**src/rtl/instr_loader_pkg.sv**
```systemverilog
// Shared types and constants for the instruction loader.
// Provides the FSM state enum, byte/word geometry and the default buffer depth.
package instr_loader_pkg;

  localparam int unsigned DEPTH_DEFAULT  = 32;
  localparam int unsigned BYTES_PER_WORD = 4;
  localparam int unsigned BYTE_W         = 8;
  localparam int unsigned WORD_W         = BYTE_W * BYTES_PER_WORD;
  localparam int unsigned TOTAL_W        = 7;
  localparam int unsigned BCNT_W         = $clog2(BYTES_PER_WORD);

  typedef enum logic [2:0] {
    ST_IDLE    = 3'd0,
    ST_COLLECT = 3'd1,
    ST_BURST   = 3'd2,
    ST_FLUSH   = 3'd3,
    ST_RUN     = 3'd4
  } state_e;

endpackage

```
**src/rtl/instr_loader_if.sv**
```systemverilog
// Host-side bus of the instruction loader.
// master: program source / controller (drives start, word_total, byte stream).
// slave : the loader (drives byte_ready, CPU load port, status flags).
interface instr_loader_if import instr_loader_pkg::*; ();

  logic                 start;
  logic [TOTAL_W-1:0]   word_total;
  logic                 byte_valid;
  logic [BYTE_W-1:0]    byte_data;
  logic                 byte_ready;
  logic [WORD_W-1:0]    Instruction;
  logic                 LoadInstructions;
  logic                 cpu_reset;
  logic                 busy;
  logic                 done;
  logic                 err;

  modport master (
    output start, word_total, byte_valid, byte_data,
    input  byte_ready, Instruction, LoadInstructions, cpu_reset, busy, done, err
  );

  modport slave (
    input  start, word_total, byte_valid, byte_data,
    output byte_ready, Instruction, LoadInstructions, cpu_reset, busy, done, err
  );

endinterface

```
**src/rtl/instr_loader_buf.sv**
```systemverilog
// Program word buffer: DEPTH x 32, one synchronous write port and a read port
// with one-cycle latency.
// Ports: clk, rst_n (async, resets only the read register), we/wr_addr/wr_data,
//        rd_en/rd_addr, rd_data (registered; zero when rd_en was low).
module instr_loader_buf import instr_loader_pkg::*; #(
  parameter  int unsigned DEPTH = DEPTH_DEFAULT,
  localparam int unsigned AW    = $clog2(DEPTH)
) (
  input  logic              clk,
  input  logic              rst_n,
  input  logic              we,
  input  logic [AW-1:0]     wr_addr,
  input  logic [WORD_W-1:0] wr_data,
  input  logic              rd_en,
  input  logic [AW-1:0]     rd_addr,
  output logic [WORD_W-1:0] rd_data
);

  logic [WORD_W-1:0] mem [DEPTH];

  // Storage, no reset needed.
  always_ff @(posedge clk) begin
    if (we) begin
      mem[wr_addr] <= wr_data;
    end
  end

  // Read register; a same-cycle write to the read address is forwarded so a
  // word completed on the final byte can be presented on the very next cycle.
  always_ff @(posedge clk or negedge rst_n) begin
    if (!rst_n) begin
      rd_data <= '0;
    end else if (rd_en) begin
      rd_data <= (we && (wr_addr == rd_addr)) ? wr_data : mem[rd_addr];
    end else begin
      rd_data <= '0;
    end
  end

endmodule

```
**src/rtl/instr_loader.sv**
```systemverilog
// Instruction loader: collects a byte stream (MSB first) into 32-bit words,
// buffers a program of word_total words, then bursts it into the CPU
// instruction memory while holding the CPU in reset, and finally releases it.
// Ports: clk, Reset (async active-low), bus (instr_loader_if.slave).
module instr_loader import instr_loader_pkg::*; #(
  parameter int unsigned DEPTH = DEPTH_DEFAULT
) (
  input  logic          clk,
  input  logic          Reset,
  instr_loader_if.slave bus
);

  localparam int unsigned AW    = $clog2(DEPTH);
  localparam int unsigned PTR_W = AW + 1;

  state_e                   state_q, state_d;
  logic [PTR_W-1:0]         wr_ptr_q, rd_ptr_q, total_q;
  logic [BCNT_W-1:0]        bcnt_q;
  logic [WORD_W-BYTE_W-1:0] asm_q;
  logic                     flush_q;

  logic start_seen, start_bad, start_ok;
  logic accept, word_done, last_word;
  logic byte_ready_d, load_d, cpu_reset_d, busy_d, done_d, err_d, rd_en;
  logic [WORD_W-1:0] rd_data;

  // Start decode: only honoured from IDLE or RUN.
  assign start_seen = bus.start && ((state_q == ST_IDLE) || (state_q == ST_RUN));
  assign start_bad  = start_seen &&
                      ((bus.word_total == '0) || (bus.word_total > TOTAL_W'(DEPTH)));
  assign start_ok   = start_seen && !start_bad;

  // Byte handshake and word completion.
  assign accept    = bus.byte_valid && bus.byte_ready;
  assign word_done = accept && (bcnt_q == BCNT_W'(BYTES_PER_WORD - 1));
  assign last_word = word_done && ((wr_ptr_q + PTR_W'(1)) == total_q);

  // State register.
  always_ff @(posedge clk or negedge Reset) begin
    if (!Reset) begin
      state_q <= ST_IDLE;
    end else begin
      state_q <= state_d;
    end
  end

  // Next-state logic.
  always_comb begin
    state_d = state_q;
    case (state_q)
      ST_IDLE, ST_RUN: if (start_ok)               state_d = ST_COLLECT;
      ST_COLLECT:      if (last_word)              state_d = ST_BURST;
      ST_BURST:        if (rd_ptr_q == total_q)    state_d = ST_FLUSH;
      ST_FLUSH:        if (flush_q)                state_d = ST_RUN;
      default:                                     state_d = ST_IDLE;
    endcase
  end

  // Output decode from the next state, so every flag is registered in step
  // with the state. Buffer read is issued one cycle ahead of each BURST cycle.
  always_comb begin
    byte_ready_d = 1'b0;
    load_d       = 1'b0;
    cpu_reset_d  = 1'b1;
    busy_d       = 1'b0;
    done_d       = 1'b0;
    err_d        = start_bad;
    rd_en        = 1'b0;
    case (state_d)
      ST_COLLECT: begin
        byte_ready_d = 1'b1;
        busy_d       = 1'b1;
      end
      ST_BURST: begin
        load_d = 1'b1;
        busy_d = 1'b1;
        rd_en  = 1'b1;
      end
      ST_FLUSH: busy_d = 1'b1;
      ST_RUN: begin
        cpu_reset_d = 1'b0;
        done_d      = 1'b1;
      end
      default: ;
    endcase
  end

  // Registered outputs.
  always_ff @(posedge clk or negedge Reset) begin
    if (!Reset) begin
      bus.byte_ready       <= 1'b0;
      bus.LoadInstructions <= 1'b0;
      bus.cpu_reset        <= 1'b1;
      bus.busy             <= 1'b0;
      bus.done             <= 1'b0;
      bus.err              <= 1'b0;
    end else begin
      bus.byte_ready       <= byte_ready_d;
      bus.LoadInstructions <= load_d;
      bus.cpu_reset        <= cpu_reset_d;
      bus.busy             <= busy_d;
      bus.done             <= done_d;
      bus.err              <= err_d;
    end
  end

  // Pointers, byte assembly and flush timer. Pointers carry one extra bit so
  // a full DEPTH-word program is distinguishable from an empty one.
  always_ff @(posedge clk or negedge Reset) begin
    if (!Reset) begin
      wr_ptr_q <= '0;
      rd_ptr_q <= '0;
      total_q  <= '0;
      bcnt_q   <= '0;
      asm_q    <= '0;
      flush_q  <= 1'b0;
    end else begin
      flush_q <= (state_q == ST_FLUSH);
      if (start_ok) begin
        wr_ptr_q <= '0;
        rd_ptr_q <= '0;
        bcnt_q   <= '0;
        total_q  <= PTR_W'(bus.word_total);
      end else begin
        if (accept) begin
          bcnt_q <= bcnt_q + BCNT_W'(1);
          asm_q  <= {asm_q[WORD_W-2*BYTE_W-1:0], bus.byte_data};
          if (word_done) begin
            wr_ptr_q <= wr_ptr_q + PTR_W'(1);
          end
        end
        if (rd_en) begin
          rd_ptr_q <= rd_ptr_q + PTR_W'(1);
        end
      end
    end
  end

  instr_loader_buf #(.DEPTH(DEPTH)) u_buf (
    .clk     (clk),
    .rst_n   (Reset),
    .we      (word_done),
    .wr_addr (wr_ptr_q[AW-1:0]),
    .wr_data ({asm_q, bus.byte_data}),
    .rd_en   (rd_en),
    .rd_addr (rd_ptr_q[AW-1:0]),
    .rd_data (rd_data)
  );

  assign bus.Instruction = rd_data;

endmodule

```
**src/flat_wrapper.sv**
```systemverilog
// flat-port wrapper written by rule: the top's interface ports become plain ports
module instr_loader_flat import instr_loader_pkg::*;
#(
  parameter int unsigned DEPTH = DEPTH_DEFAULT
)
  (clk, Reset, bus_start, bus_word_total, bus_byte_valid, bus_byte_data, bus_byte_ready, bus_Instruction, bus_LoadInstructions, bus_cpu_reset, bus_busy, bus_done, bus_err);
  instr_loader_if bus_i ();
  input  logic clk;
  input  logic Reset;
  input wire logic [$bits(bus_i.start)-1:0] bus_start;
  input wire logic [$bits(bus_i.word_total)-1:0] bus_word_total;
  input wire logic [$bits(bus_i.byte_valid)-1:0] bus_byte_valid;
  input wire logic [$bits(bus_i.byte_data)-1:0] bus_byte_data;
  output wire logic [$bits(bus_i.byte_ready)-1:0] bus_byte_ready;
  output wire logic [$bits(bus_i.Instruction)-1:0] bus_Instruction;
  output wire logic [$bits(bus_i.LoadInstructions)-1:0] bus_LoadInstructions;
  output wire logic [$bits(bus_i.cpu_reset)-1:0] bus_cpu_reset;
  output wire logic [$bits(bus_i.busy)-1:0] bus_busy;
  output wire logic [$bits(bus_i.done)-1:0] bus_done;
  output wire logic [$bits(bus_i.err)-1:0] bus_err;
  assign bus_i.start = bus_start;
  assign bus_i.word_total = bus_word_total;
  assign bus_i.byte_valid = bus_byte_valid;
  assign bus_i.byte_data = bus_byte_data;
  assign bus_byte_ready = bus_i.byte_ready;
  assign bus_Instruction = bus_i.Instruction;
  assign bus_LoadInstructions = bus_i.LoadInstructions;
  assign bus_cpu_reset = bus_i.cpu_reset;
  assign bus_busy = bus_i.busy;
  assign bus_done = bus_i.done;
  assign bus_err = bus_i.err;
  instr_loader #(.DEPTH(DEPTH)) u_core (.clk(clk), .Reset(Reset), .bus(bus_i));
endmodule
```
**config.mk**
```make
export PLATFORM = sky130hd
export DESIGN_NAME = instr_loader_flat
export DESIGN_NICKNAME = d
export VERILOG_FILES = /design/src/rtl/instr_loader_pkg.sv /design/src/rtl/instr_loader_if.sv /design/src/rtl/instr_loader_buf.sv /design/src/rtl/instr_loader.sv /design/src/flat_wrapper.sv
export SDC_FILE = /design/constraint.sdc
export NUM_CORES = 1
export LEC_CHECK = 0
export ABC_AREA = 0
export BUFFER_PORTS_ARGS = -buffer_cell sky130_fd_sc_hd__buf_2
export CAP_MARGIN = 20
export CORE_ASPECT_RATIO = 0.7
export CORE_UTILIZATION = 55
export DETAILED_ROUTE_END_ITERATION = 8
export PLACE_DENSITY_LB_ADDON = 0.05
export SKIP_CTS_REPAIR_TIMING = 1
export SLEW_MARGIN = 20
export SYNTH_ARGS = -nofsm -noshare
export SYNTH_HDL_FRONTEND = slang
export SYNTH_SLANG_ARGS = --single-unit
```
**constraint.sdc**
```tcl
create_clock -name clk -period 4.9 [get_ports clk]
set_input_delay 0.245 -clock clk [delete_from_list [all_inputs] [get_ports clk]]
set_output_delay 0.245 -clock clk [all_outputs]
set_load 0.05 [all_outputs]
```
# Word-level counts from Yosys, hierarchy flattened
# Memories as Yosys holds them, arrays and structs flattened.
# Index checks and enable logic that the tools add are counted.
# Widths: inputs -> output; s select.
# totals
register_bits,86
ramBits,1024
in_bits,19
output_inout_bits,38
word_cells,72
memories,1
# memory_table
memory,words,word_bits,rd,rd_ports_with_merged_regs,write_ports,line,source
u_core.u_buf.mem,32,32,1,0,1,instr_loader_buf.sv:19,logic [WORD_W-1:0] mem [DEPTH];
# classes
add_sub_neg,3
order_cmp,1
n_eq_ne,12
n_mux,21
bitwise_logic,1
n_reduce_logical,19
# ops
op,count
$mux 32,2
$mux 6,5
$add 6x1->6 const B,2
$eq 3x2->1 const B,4
$eq 6x6->1,2
$mux 3,4
$pmux 3 s4,1
$gt 7x6->1 const B,1
$logic_and 1x1->1,7
$logic_not 7->1,1
$mux 1,7
$eq 3x1->1 const B,2
$eq 3x3->1 const B,2
$reduce_bool 2->1,3
$eq 5x5->1,1
$mux 2,2
$reduce_and 2->1,2
$logic_not 3->1,1
$reduce_or 3->1,1
$add 2x1->2 const B,1
$eq 2x2->1 const B,1
$logic_or 1x1->1,2
$reduce_or 2->1,1
$logic_not 1->1,1
$not 1->1,1

# Depth between registers and ports, before layout
# Gate-level depths: netlist of the first run.
# logic_depth
word_depth,12
mapped_depth,11
mapped_depth_nobuf,9

# Modules after synthesis
# From an unflattened synthesis of the first run, not the netlist that was laid out.
# hier_totals
hier_cells,2090
area_unflattened_um2,43126.4
# by_module_without_submodules
module,n_inst,cells_per_inst,area_per_inst_um2,seq_area_each_um2
instr_loader_buf,1,1891,40684.0,31550.3
instr_loader,1,199,2442.3,1352.5

# Worst setup path after synthesis of the first run
# No wires, ideal clock.
# synth_timing
kind,reg-to-reg
from,register u_core.bus.byte_ready
to,memory u_core.u_buf.mem[15][0] (netlist name) (enable)
setup_ps,422
arrival_time_ps,2772
required_ps,4478
path_slack_ps,1706
path_stages_with_launch,5
synth_period_minus_slack_ps,3194
path_cell_list,dfrtp_1 and3_1 clkbuf_1 nand2_1 nor2_1
# synth_between
elab_chain_len,4
# synth_rtl
element,line,source
from (decl),instr_loader_if.sv:25,"output byte_ready, Instruction, LoadInstructions, cpu_reset, busy, done, err"
from (signal assigned),instr_loader.sv:98,bus.byte_ready <= byte_ready_d;
$logic_and 1x1->1,instr_loader.sv:34,assign accept = bus.byte_valid && bus.byte_ready;
$logic_and 1x1->1,instr_loader.sv:35,assign word_done = accept && (bcnt_q == BCNT_W'(BYTES_PER_WORD - 1));
$mux 1,instr_loader_buf.sv:23,if (we) begin
$mux 1 (not written as such),instr_loader_buf.sv:24,mem[wr_addr] <= wr_data;
to (decl),instr_loader_buf.sv:19,
# Every way passes these cells.

# Worst setup path after layout of the first run
# layout_timing
from,register u_core.rd_ptr_q[2]
to,register u_core.u_buf.rd_data[5]
# layout_between
elab_chain_len,6
word_cells_on_any_way,10
classes_between,3 x eq/ne; 5 x mux; 1 x reduce/logical; 1 x memory
# layout_rtl
element,line,source
from (decl),instr_loader.sv:17,"logic [PTR_W-1:0] wr_ptr_q, rd_ptr_q, total_q;"
from (signal assigned),instr_loader.sv:133,rd_ptr_q <= rd_ptr_q + PTR_W'(1);
$eq 6x6->1,instr_loader.sv:53,ST_BURST: if (rd_ptr_q == total_q) state_d = ST_FLUSH;
$mux 3,instr_loader.sv:53,
$pmux 3 s4,instr_loader.sv:50,case (state_q)
$eq 3x2->1,instr_loader.sv:69,case (state_d)
$mux 1,instr_loader.sv:69,
$mux 32 *,instr_loader_buf.sv:33,end else if (rd_en) begin
to (signal assigned),instr_loader_buf.sv:34,rd_data <= (we && (wr_addr == rd_addr)) ? wr_data : mem[rd_addr];
to (decl),instr_loader_buf.sv:16,output logic [WORD_W-1:0] rd_data
# Mark *: on every way between the ends. The rest lies on a longest branch, timed or not.
# A chain may end at the register's enable or synchronous reset.

==> impl_metrics.py, run 1 <==
metrics = {
    "status": {
        "outcome": "finished clean",
    },
    "die": {
        "die_y_um": 235,
        "die_w_um": 334,
        "fp.coreArea_mm2": 0.0758,
        "row_count": 84,
        "initial_core_util": 0.562,
        "fp.dieArea_mm2": 0.0785,
        "ios": 57,
    },
    "worst_setup_path": {
        "reg2reg_setup_slack_ns": 1.50,
        "cp_max_fo": 64,
        "reg2reg_depth": 4,
        "crit_type": "flop to flop",
        "arrival_ns": 3.89,
        "startpoint": "u_core.rd_ptr_q[2]",
        "cp-endpoint": "u_core.u_buf.rd_data[5]",
        "crit_path_end_kind": "flop",
        "startpoint_type": "flop",
        "cp.required_ns": 5.40,
        "worst_r2r_endpoint": "u_core.u_buf.rd_data[5]",
        "r2r-start": "u_core.rd_ptr_q[2]",
    },
    "timing": {
        "finalSetupViolCount": 0,
        "fin_crit_sh": 0.693,
        "setup-tns-final_ns": 0,
        "fmax_mhz": 294,
        "hold_viol": 0,
        "finalMaxSlewViolations": 0,
        "rsz0062_at_grt": "false",
        "worst_slew_pin_slew_ns": 1.10,
        "fin_crit_ns": 3.40,
        "worst_slack_ns": 1.50,
        "skew_ns": 0.0250,
        "maxSlewHeadroom": 0.269,
    },
    "synth": {
        "syn_area_per_cell_um2": 23.2,
        "synthesis.area_mm2": 0.0426,
        "yosys_warnings": 0,
        "post_synth_num_cell_types": 47,
        "synth_edf_count": 1024,
        "ys_ff_latch": 1110,
        "yosysSeqAreaShare": 0.773,
        "ys.flop_type": "edfxtp_1",
        "syn_nets": 1860,
        "async_reset_ff_frac": 0.0775,
        "syn_inst": 1835,
    },
    "place": {
        "routabilityCongestion": 0.785,
        "place_area_mm2": 0.0446,
        "hpwl_um": 54900,
        "pre_cts_slack_ns": 1.57,
        "port_buffers": 56,
    },
    "final_layout": {
        "area.sequential_mm2": 0.0329,
        "final_layout_size_suffix_gt1_frac": 0.332,
        "final_cell_area_mm2": 0.0482,
        "multiInputGateArea_mm2": 0.00944,
        "final_nets": 2010,
        "postLayoutCoreUtil": 0.636,
        "n_antenna_cell": 0,
        "fill_cells": 5043,
        "final_common_cell": "edfxtp_1",
        "mostFrequentLayoutCells": "edfxtp_1, mux4_2, clkbuf_16",
        "syn2layout_area_growth_pct": 13.2,
    },
    "global_route": {
        "grt_pass1_wl_um": 148000,
        "antenna_found_initial": 1,
        "gr-total-overflow": 0,
        "grt_pass1_vias": 19793,
        "grt_start_max_net_pins": 65,
        "track_usage": 0.270,
    },
    "power": {
        "power-per-cell-area_mw_per_mm2": 518,
        "p_leak_nw": 15.1,
        "finalPower_w": 0.0249,
        "ir_drop_mv": 0.316,
    },
    "clock_tree": {
        "cts.clk_slew.worst_paths_ns": 0.06,
        "cts_buffers": 104,
        "clock-root-buffer": "clkbuf_16",
        "cts_tree": "done",
        "cts_sinks": 1110,
        "clockBufferDepth": 3,
        "clk-insertion-delay-late_ns": 0.67,
        "cts-htree-levels": 3,
    },
    "worst_hold_path": {
        "hold_depth": 4,
        "hold_path.class": "primary input to flop",
    },
    "routing": {
        "route.detailed.drc": 0,
        "wl_per_cell_um": 33.4,
        "drt_iter0_drc": 2577,
        "finalWirelength_um": 104000,
        "vias_per_cell": 6.43,
        "first_pass_iters": 5,
        "ant_nets": 0,
        "routed-via-count": 19950,
    },
    "flow_run": {
        "timing.max_cap.violations": 0,
    },
}
[synth_stat cells, types with 2 or more instances]
master	instances	share of area
edfxtp_1	1024	0.72
ha_1	6	0.0018
mux2i_1	32	0.0075
nor2_1	80	0.0071
mux4_2	320	0.17
buf_6	3	0.00079
o21ai_0	2	0.00024
or2_2	3	0.00044
nand3_1	12	0.0014
o31ai_1	3	0.00053
or3_1	3	0.00044
nand4_1	2	0.00029
o211ai_1	4	0.00071
buf_2	37	0.0044
xnor2_1	14	0.0029
dfrtp_1	85	0.050
nand2_1	42	0.0037
o21a_1	2	0.00035
inv_1	8	0.00071
a211oi_1	32	0.0056
buf_1	9	0.00079
o32ai_1	2	0.00041
o21ai_1	2	0.00024
nor4_1	2	0.00029
o22ai_1	2	0.00029
mux2_2	24	0.0064
xor2_1	7	0.0014
a21oi_1	4	0.00047
nor3_1	4	0.00047
clkbuf_1	48	0.0042
[sequential cells by signal, indices dropped and copies added, names as in the netlist, 2 cells and up]
| register | cells |
|---|---|
| u_core.u_buf.rd_data | 32 |
| u_core.state_q | 3 |
| u_core.total_q | 6 |
| u_core.u_buf.mem | 1024 |
| u_core.wr_ptr_q | 6 |
| u_core.rd_ptr_q | 6 |
| u_core.asm_q | 24 |
| u_core.bcnt_q | 2 |
[report_power, final]
group          leakage [nW]  switching (W)  total, W  internal (W)
clock network          1.70        0.00342   0.00814       0.00472
registers              10.3        0.00125    0.0128        0.0116
logic                  3.13        0.00184   0.00398       0.00214
[cell families after synthesis]
logic type,Yosys count,share of synthesized area
simple gates,158,0.0163
mux,376,0.183
compound gates,59,0.0103
xor+xnor,21,0.00432
fa+ha+maj,6,0.00176
buf+inv,105,0.0109
flops,1110,0.773
[layer usage]
layer / GRT usage / vias to the layer above / wire length, um
met5: 0 / - / 0
met4: 0.0510 / 0 / 1610
met3: 0.0460 / 114 / 7440
met2: 0.406 / 806 / 48600
met1: 0.426 / 10966 / 46000
li1: - / 8064 / -
[worst max-delay path, stage by stage, from the launching register on]
cell      delay, ns
dfrtp_4        0.95
xor2_1         0.14
nor4_1         0.46
nand3_4        0.85
a211oi_1       0.77
[final cells by class]
class | instances | area share
sequential | 1110 | 0.683
multi-input combinational | 620 | 0.196
clock buffer | 140 | 0.0600
tap | 1032 | 0.0268
timing repair buffer | 141 | 0.0220
clock inverter | 53 | 0.0113
inverter | 8 | 0.000623
[metrics by stage]
step                instances  hold slack (ns)
floorplan                1835          -0.0506
global placement         2901            0.323
detailed placement       2901            0.332
CTS                      3094           -0.391
global route             3104            0.107
finish                   3104            0.109
[worst min-delay path by stage]
stage,startpoint,slack [ns],end
after CTS,Reset,-0.39,u_core.u_buf.rd_data[23]
after detailed placement,Reset,0.33,u_core.u_buf.rd_data[23]
after floorplan,Reset,-0.05,u_core.asm_q[0]
after global routing,bus_word_total[6],0.11,u_core.wr_ptr_q[5]
final,bus_word_total[6],0.11,u_core.wr_ptr_q[2]
after global placement,Reset,0.32,u_core.u_buf.rd_data[23]
Note: power is estimated with default switching activity, not from simulation.
==> inputs of run 2 (changes only) <==
Clock period 4.9 ns to 3.1 ns, I/O delays scaled along.
==> run 2 against run 1 <==
Sequential cell count unchanged. Global-route usage increased by 0.76 points. Die area unchanged. Fmax increased by 17%. Worst setup slack got worse by 1.3 ns. Clock power increased by 50%. Clock skew about the same. Largest cell class unchanged. Highest routed layer unchanged.
==> impl_metrics.py, run 2 (synthesized netlist as in run 1, its figures left out) <==
metrics = {
    "routing": {
        "wl_per_cell_um": 33.7,
        "drt_iter0_drc": 2625,
        "finalWirelength_um": 106000,
        "ant_nets": 0,
        "first_pass_iters": 5,
        "routed-via-count": 20356,
        "vias_per_cell": 6.45,
        "route.detailed.drc": 0,
    },
    "timing": {
        "fin_crit_sh": 0.937,
        "finalSetupViolCount": 0,
        "fin_crit_ns": 2.90,
        "hold_viol": 0,
        "rsz0062_at_grt": "false",
        "skew_ns": 0.0250,
        "finalMaxSlewViolations": 0,
        "worst_slew_pin_slew_ns": 1.13,
        "maxSlewHeadroom": 0.245,
        "fmax_mhz": 344,
        "worst_slack_ns": 0.197,
    },
    "power": {
        "clkPwrFrac": 0.311,
        "pwr-share-seq": 0.503,
        "p_leak_nw": 15.4,
        "p_sw_w": 0.0105,
        "internal-power_w": 0.0287,
        "ir_drop_mv": 0.521,
        "power-per-cell-area_mw_per_mm2": 805,
        "combPwrFrac": 0.186,
        "sw_frac_of_total": 0.267,
    },
    "worst_setup_path": {
        "cp.required_ns": 3.63,
        "reg2reg_depth": 6,
        "cp_max_fo": 23,
        "r2r-start": "u_core.rd_ptr_q[0]",
        "crit_type": "flop to flop",
        "arrival_ns": 3.43,
        "reg2reg_setup_slack_ns": 0.20,
        "worst_r2r_endpoint": "u_core.u_buf.rd_data[16]",
        "crit_path_end_kind": "flop",
        "startpoint": "u_core.rd_ptr_q[0]",
        "startpoint_type": "flop",
        "cp-endpoint": "u_core.u_buf.rd_data[16]",
    },
    "final_layout": {
        "largest_register_ffs": 1024,
        "fill_cells": 4955,
        "final_nets": 2065,
        "mostFrequentLayoutCells": "edfxtp_1, mux4_2, clkbuf_16",
        "final_layout_size_suffix_gt1_frac": 0.343,
        "syn2layout_area_growth_pct": 14.5,
        "postLayoutCoreUtil": 0.643,
        "n_antenna_cell": 0,
        "top_register": "u_core.u_buf.mem",
        "reg_top3": "u_core.u_buf.mem: 1024 flops, u_core.u_buf.rd_data: 32 flops, u_core.asm_q: 24 flops",
        "final_common_cell": "edfxtp_1",
    },
    "die": {
        "die_w_um": 334,
        "fp.dieArea_mm2": 0.0785,
        "initial_core_util": 0.562,
        "row_count": 84,
        "ios": 57,
        "fp.coreArea_mm2": 0.0758,
        "die_y_um": 235,
    },
    "global_route": {
        "antenna_found_initial": 0,
        "grt_start_max_net_pins": 73,
        "grt_pass1_vias": 20465,
        "track_usage": 0.278,
        "gr-total-overflow": 0,
        "grt_pass1_wl_um": 151000,
    },
    "status": {
        "outcome": "finished clean",
    },
    "clock_tree": {
        "cts_tree": "done",
        "clk-insertion-delay-late_ns": 0.69,
        "clockBufferDepth": 3,
        "cts_sinks": 1110,
        "cts-htree-levels": 3,
        "cts.clk_slew.worst_paths_ns": 0.07,
        "clock-root-buffer": "clkbuf_16",
        "cts_buffers": 101,
    },
    "place": {
        "port_buffers": 56,
        "routabilityCongestion": 0.774,
        "pre_cts_slack_ns": 0.235,
        "hpwl_um": 56000,
    },
    "flow_run": {
        "timing.max_cap.violations": 0,
    },
    "worst_hold_path": {
        "hold_path.class": "primary input to flop",
    },
}
[run 2: changes by cell type in the layout (fill, tap and decap cells not counted), sizes merged]
cell and change:
clkinv -10, clkinvlp +6, clkbuf +1, inv +2, buf +55, bufinv -6, dlygate4sd3 +3
[run 2: power groups by stage]
| stage | logic (W) | registers [W] | clock network, W |
|---|---|---|---|
| after global routing | 0.00779 | 0.0198 | 0.0129 |
| after detailed placement | 0.00721 | 0.0201 | 0 |
| after CTS | 0.00722 | 0.0198 | 0.0124 |
| after floorplan | 0.00486 | 0.0197 | 0 |
| final | 0.00728 | 0.0197 | 0.0122 |
| after global placement | 0.00715 | 0.0200 | 0 |
[run 2: cell type report]
cell class	count	area, um2	area share
repair buffers	199	1780	0.0365
well taps	1032	1290	0.0265
clock inverters	45	439	0.00902
multi-input cells	620	9440	0.194
flip-flops and latches	1110	32900	0.676
inverters	8	30.0	0.000617
clock buffers	141	2800	0.0575
[run 2: how the worst min path moves through the flow]
stage	cells after the start	endpoint	startpoint	slack (ns)
after floorplan	0	u_core.asm_q[0]	Reset	-0.14
after global placement	1	u_core.bcnt_q[0]	Reset	0.28
after detailed placement	1	u_core.u_buf.rd_data[30]	Reset	0.28
after CTS	1	u_core.u_buf.rd_data[30]	Reset	-0.44
after global routing	1	u_core.u_buf.mem[2][5]	bus_byte_data[5]	0.002
final	1	u_core.u_buf.mem[18][1]	bus_byte_data[1]	0.008
[run 2: metrics by stage]
stage | cells | total power (W) | hold slack, ns | setup TNS [ns] | instance area [um2]
detailed placement | 2954 | 0.0273 | 0.280 | 0 | 45300
global placement | 2954 | 0.0271 | 0.276 | 0 | 45300
finish | 3155 | 0.0392 | 0.00837 | 0 | 48700
floorplan | 1835 | 0.0245 | -0.141 | -32.58 | 42600
CTS | 3140 | 0.0394 | -0.443 | 0 | 48500
global route | 3155 | 0.0405 | 0.00185 | 0 | 48700
[run 2: critical path, stage by stage (launching register included)]
cell and delay (ns):
dfrtp_4 0.59, buf_12 0.26, buf_12 0.25, mux4_2 0.55, mux4_2 0.50, mux2i_1 0.41
a211oi_1 0.15
[run 2: per-layer routing]
metal  global-route usage  routed length (um)  up-vias
met4               0.0705                2590        0
li1                     -                   -     8160
met5                    0                   0        -
met1                0.441               46500    11061
met3               0.0553                9420      153
met2                0.400               47900      982
==> inputs of run 3 (changes only) <==
Settings changed: SYNTH_HIERARCHICAL set to 1.
==> run 3 against run 2 <==
Fmax rose by 1.2%. Critical endpoint is now u_core/u_buf/rd_data[24]. Final area rose by 0.83%. Register-to-register slack improved by 0.03 ns. First-iteration DRC count fell by 16%. Hold slack improved by 0.012 ns. Sequential power rose by 3%. Synthesized cell count rose by 14%. Combinational power rose by 3.2%. Critical path depth rose by 5. Routed wire length rose by 0.71%. Via count rose by 7.6%. Worst setup slack improved by 0.033 ns.
==> impl_metrics.py, run 3 <==
metrics = {
    "final_layout": {
        "final_nets": 2277,
        "syn2layout_area_growth_pct": 13.9,
        "n_antenna_cell": 0,
        "reg_top3": "u_core/u_buf/mem: 1024 flops, u_core/u_buf/rd_data: 32 flops, u_core/asm_q: 24 flops",
        "top_register": "u_core/u_buf/mem",
        "mostFrequentLayoutCells": "edfxtp_1, mux4_2, mux2i_1",
        "final_cell_count_no_fill": 3381,
        "final_layout_size_suffix_gt1_frac": 0.261,
        "final_common_cell": "edfxtp_1",
        "multiInputGateArea_mm2": 0.00977,
        "final_cell_area_mm2": 0.0491,
        "area.sequential_mm2": 0.0329,
        "largest_register_ffs": 1024,
        "fill_cells": 5351,
    },
    "die": {
        "initial_core_util": 0.559,
        "fp.dieArea_mm2": 0.0796,
        "fp.coreArea_mm2": 0.0772,
        "row_count": 85,
        "die_y_um": 236,
        "ios": 57,
        "die_w_um": 337,
    },
    "place": {
        "routabilityCongestion": 0.796,
        "hpwl_um": 58900,
        "place_area_mm2": 0.0457,
        "dp_cells": 3186,
        "port_buffers": 56,
    },
    "worst_setup_path": {
        "cp_slowest_cell": "dfrtp_1",
        "reg2reg_setup_slack_ns": 0.23,
        "arrival_ns": 3.41,
        "cp.required_ns": 3.64,
        "startpoint_type": "flop",
        "cp_max_fo": 19,
        "crit_type": "flop to flop",
        "r2r-start": "u_core/wr_ptr_q[1]",
        "reg2reg_depth": 11,
        "crit_path_end_kind": "flop",
        "crit_chain": "ha_1 > and3b_1 > nor3_1 > o22ai_1 > a31oi_1 > nor2_1 > buf_4 > o311ai_4 > buf_4 > nor3_1 > a211o_1",
        "worst_r2r_endpoint": "u_core/u_buf/rd_data[24]",
        "slowest_delay_ns": 0.47,
    },
    "status": {
        "outcome": "finished clean",
    },
    "synth": {
        "synth_edf_count": 1024,
        "synth_area_leaders": "edfxtp_1, mux4_2, dfrtp_1",
        "syn_nets": 2112,
        "yosysTopAreaCell": "edfxtp_1",
        "synth.most_common_cell": "edfxtp_1",
        "post_synth_num_cell_types": 57,
        "syn_area_per_cell_um2": 20.6,
        "ys.flop_type": "edfxtp_1",
        "synth_top_area_frac": 0.713,
        "yosys_warnings": 6,
        "synthesis.area_mm2": 0.0431,
        "synthTopCellsByCount": "edfxtp_1, mux4_2, mux2i_1",
        "syn_inst": 2090,
        "async_reset_ff_frac": 0.0775,
        "ys_ff_latch": 1110,
        "yosysSeqAreaShare": 0.763,
    },
    "timing": {
        "skew_ns": 0.0192,
        "fin_crit_sh": 0.926,
        "setup-tns-final_ns": 0,
        "rsz0062_at_grt": "false",
        "fin_crit_ns": 2.87,
        "fmax_mhz": 348,
        "finalSetupViolCount": 0,
        "maxSlewHeadroom": 0.283,
        "finalMaxSlewViolations": 0,
        "hold_viol": 0,
        "worst_slew_pin_slew_ns": 1.07,
    },
    "clock_tree": {
        "cts_sinks": 1110,
        "clock-root-buffer": "clkbuf_16",
        "cts.clk_slew.worst_paths_ns": 0.06,
        "cts_tree": "done",
        "cts-htree-levels": 3,
        "clk-insertion-delay-late_ns": 0.67,
        "cts_buffers": 101,
        "clockBufferDepth": 3,
    },
    "routing": {
        "vias_per_cell": 6.48,
        "ant_nets": 0,
        "finalWirelength_um": 107000,
        "drt_iter0_drc": 2214,
        "first_pass_iters": 5,
        "wl_per_cell_um": 31.7,
        "routed-via-count": 21907,
        "route.detailed.drc": 0,
    },
    "power": {
        "ir_drop_mv": 0.515,
        "power-per-cell-area_mw_per_mm2": 817,
        "p_leak_nw": 15.8,
        "finalPower_w": 0.0401,
    },
    "global_route": {
        "antenna_found_initial": 0,
        "met3_usage": 0.0655,
        "met1_usage": 0.423,
        "track_usage": 0.277,
        "use_met2": 0.410,
        "grt_pass1_wl_um": 155000,
        "grt_pass1_vias": 21920,
        "top_usage_layer": "met1",
        "grt_start_max_net_pins": 88,
        "gr-total-overflow": 0,
    },
    "worst_hold_path": {
        "hold_path.class": "primary input to flop",
        "hold_end": "u_core/u_buf/mem[21][3]",
        "hold_depth": 1,
        "min-delay-start": "bus_byte_data[3]",
    },
    "flow_run": {
        "timing.max_cap.violations": 0,
    },
}
[run 3: cell count changes after synthesis, sizes merged, moves of 23 or more]
cell    before  now
nor3         5   38
mux2i       32  153
a211o        0   32
mux4       320  192
nor2        80   51
buf         49   82
nor2b        0   27
a221oi       0   56
a21oi        5   28
[run 3: through the flow]
step / utilization / setup WS (ns) / hold WS (ns)
6_report: 0.636 / 0.230 / 0.0206
5_1_grt: 0.636 / 0.108 / 0.0135
3_5_place_dp: 0.592 / 0.312 / 0.286
3_3_place_gp: 0.592 / 0.377 / 0.275
4_1_cts: 0.635 / 0.302 / -0.420
2_1_floorplan: - / -0.203 / -0.141
[run 3: routing by layer]
metal / vias up / routed length [um]
li1: 9041 / -
met3: 135 / 9840
met1: 11720 / 46700
met2: 1011 / 48700
met5: - / 0
met4: 0 / 1960
[run 3: cell type report]
class / count / area share
flip-flops and latches: 1110 / 0.670
multi-input cells: 850 / 0.199
clock buffers: 141 / 0.0583
repair buffers: 184 / 0.0363
well taps: 1044 / 0.0266
clock inverters: 44 / 0.00892
inverters: 8 / 0.000611
[run 3: kinds of logic after synthesis]
| kind of cell | Yosys count | share of synthesized area |
|---|---|---|
| xor gates and xnor gates | 24 | 0.00487 |
| and+or+nand+nor | 206 | 0.0255 |
| adders and majority gates | 3 | 0.000870 |
| buffers and inverters | 130 | 0.0174 |
| muxes | 374 | 0.143 |
| DFF | 1110 | 0.763 |
| AOI/OAI and AO/OA | 243 | 0.0450 |
[run 3: critical path: cells and delay by family (launching register included)]
kind,cells,cell delay [ns]
AOI/OAI and AO/OA,4,0.74
adders and majority gates,1,0.31
DFF,1,0.47
buffers and inverters,2,0.59
and+or+nand+nor,4,0.61
[run 3: worst max-delay path by stage]
stage | startpoint | to | cells past startpoint
2_1_floorplan | u_core/bus.byte_ready | u_core/u_buf/mem[21][0] | 4
3_3_place_gp | u_core/wr_ptr_q[1] | u_core/u_buf/rd_data[4] | 11
3_5_place_dp | u_core/wr_ptr_q[1] | u_core/u_buf/rd_data[24] | 11
4_1_cts | u_core/wr_ptr_q[1] | u_core/u_buf/rd_data[24] | 11
5_1_grt | u_core/wr_ptr_q[1] | u_core/u_buf/rd_data[24] | 11
6_report | u_core/wr_ptr_q[1] | u_core/u_buf/rd_data[24] | 11
[run 3: power breakdown]
part	switching, W	total, W	internal (W)	leakage (nW)
combinational	0.00408	0.00751	0.00343	3.88
sequential	0.00179	0.0202	0.0184	10.3
clock	0.00532	0.0124	0.00711	1.60
total	0.0112	0.0401	0.0289	15.8
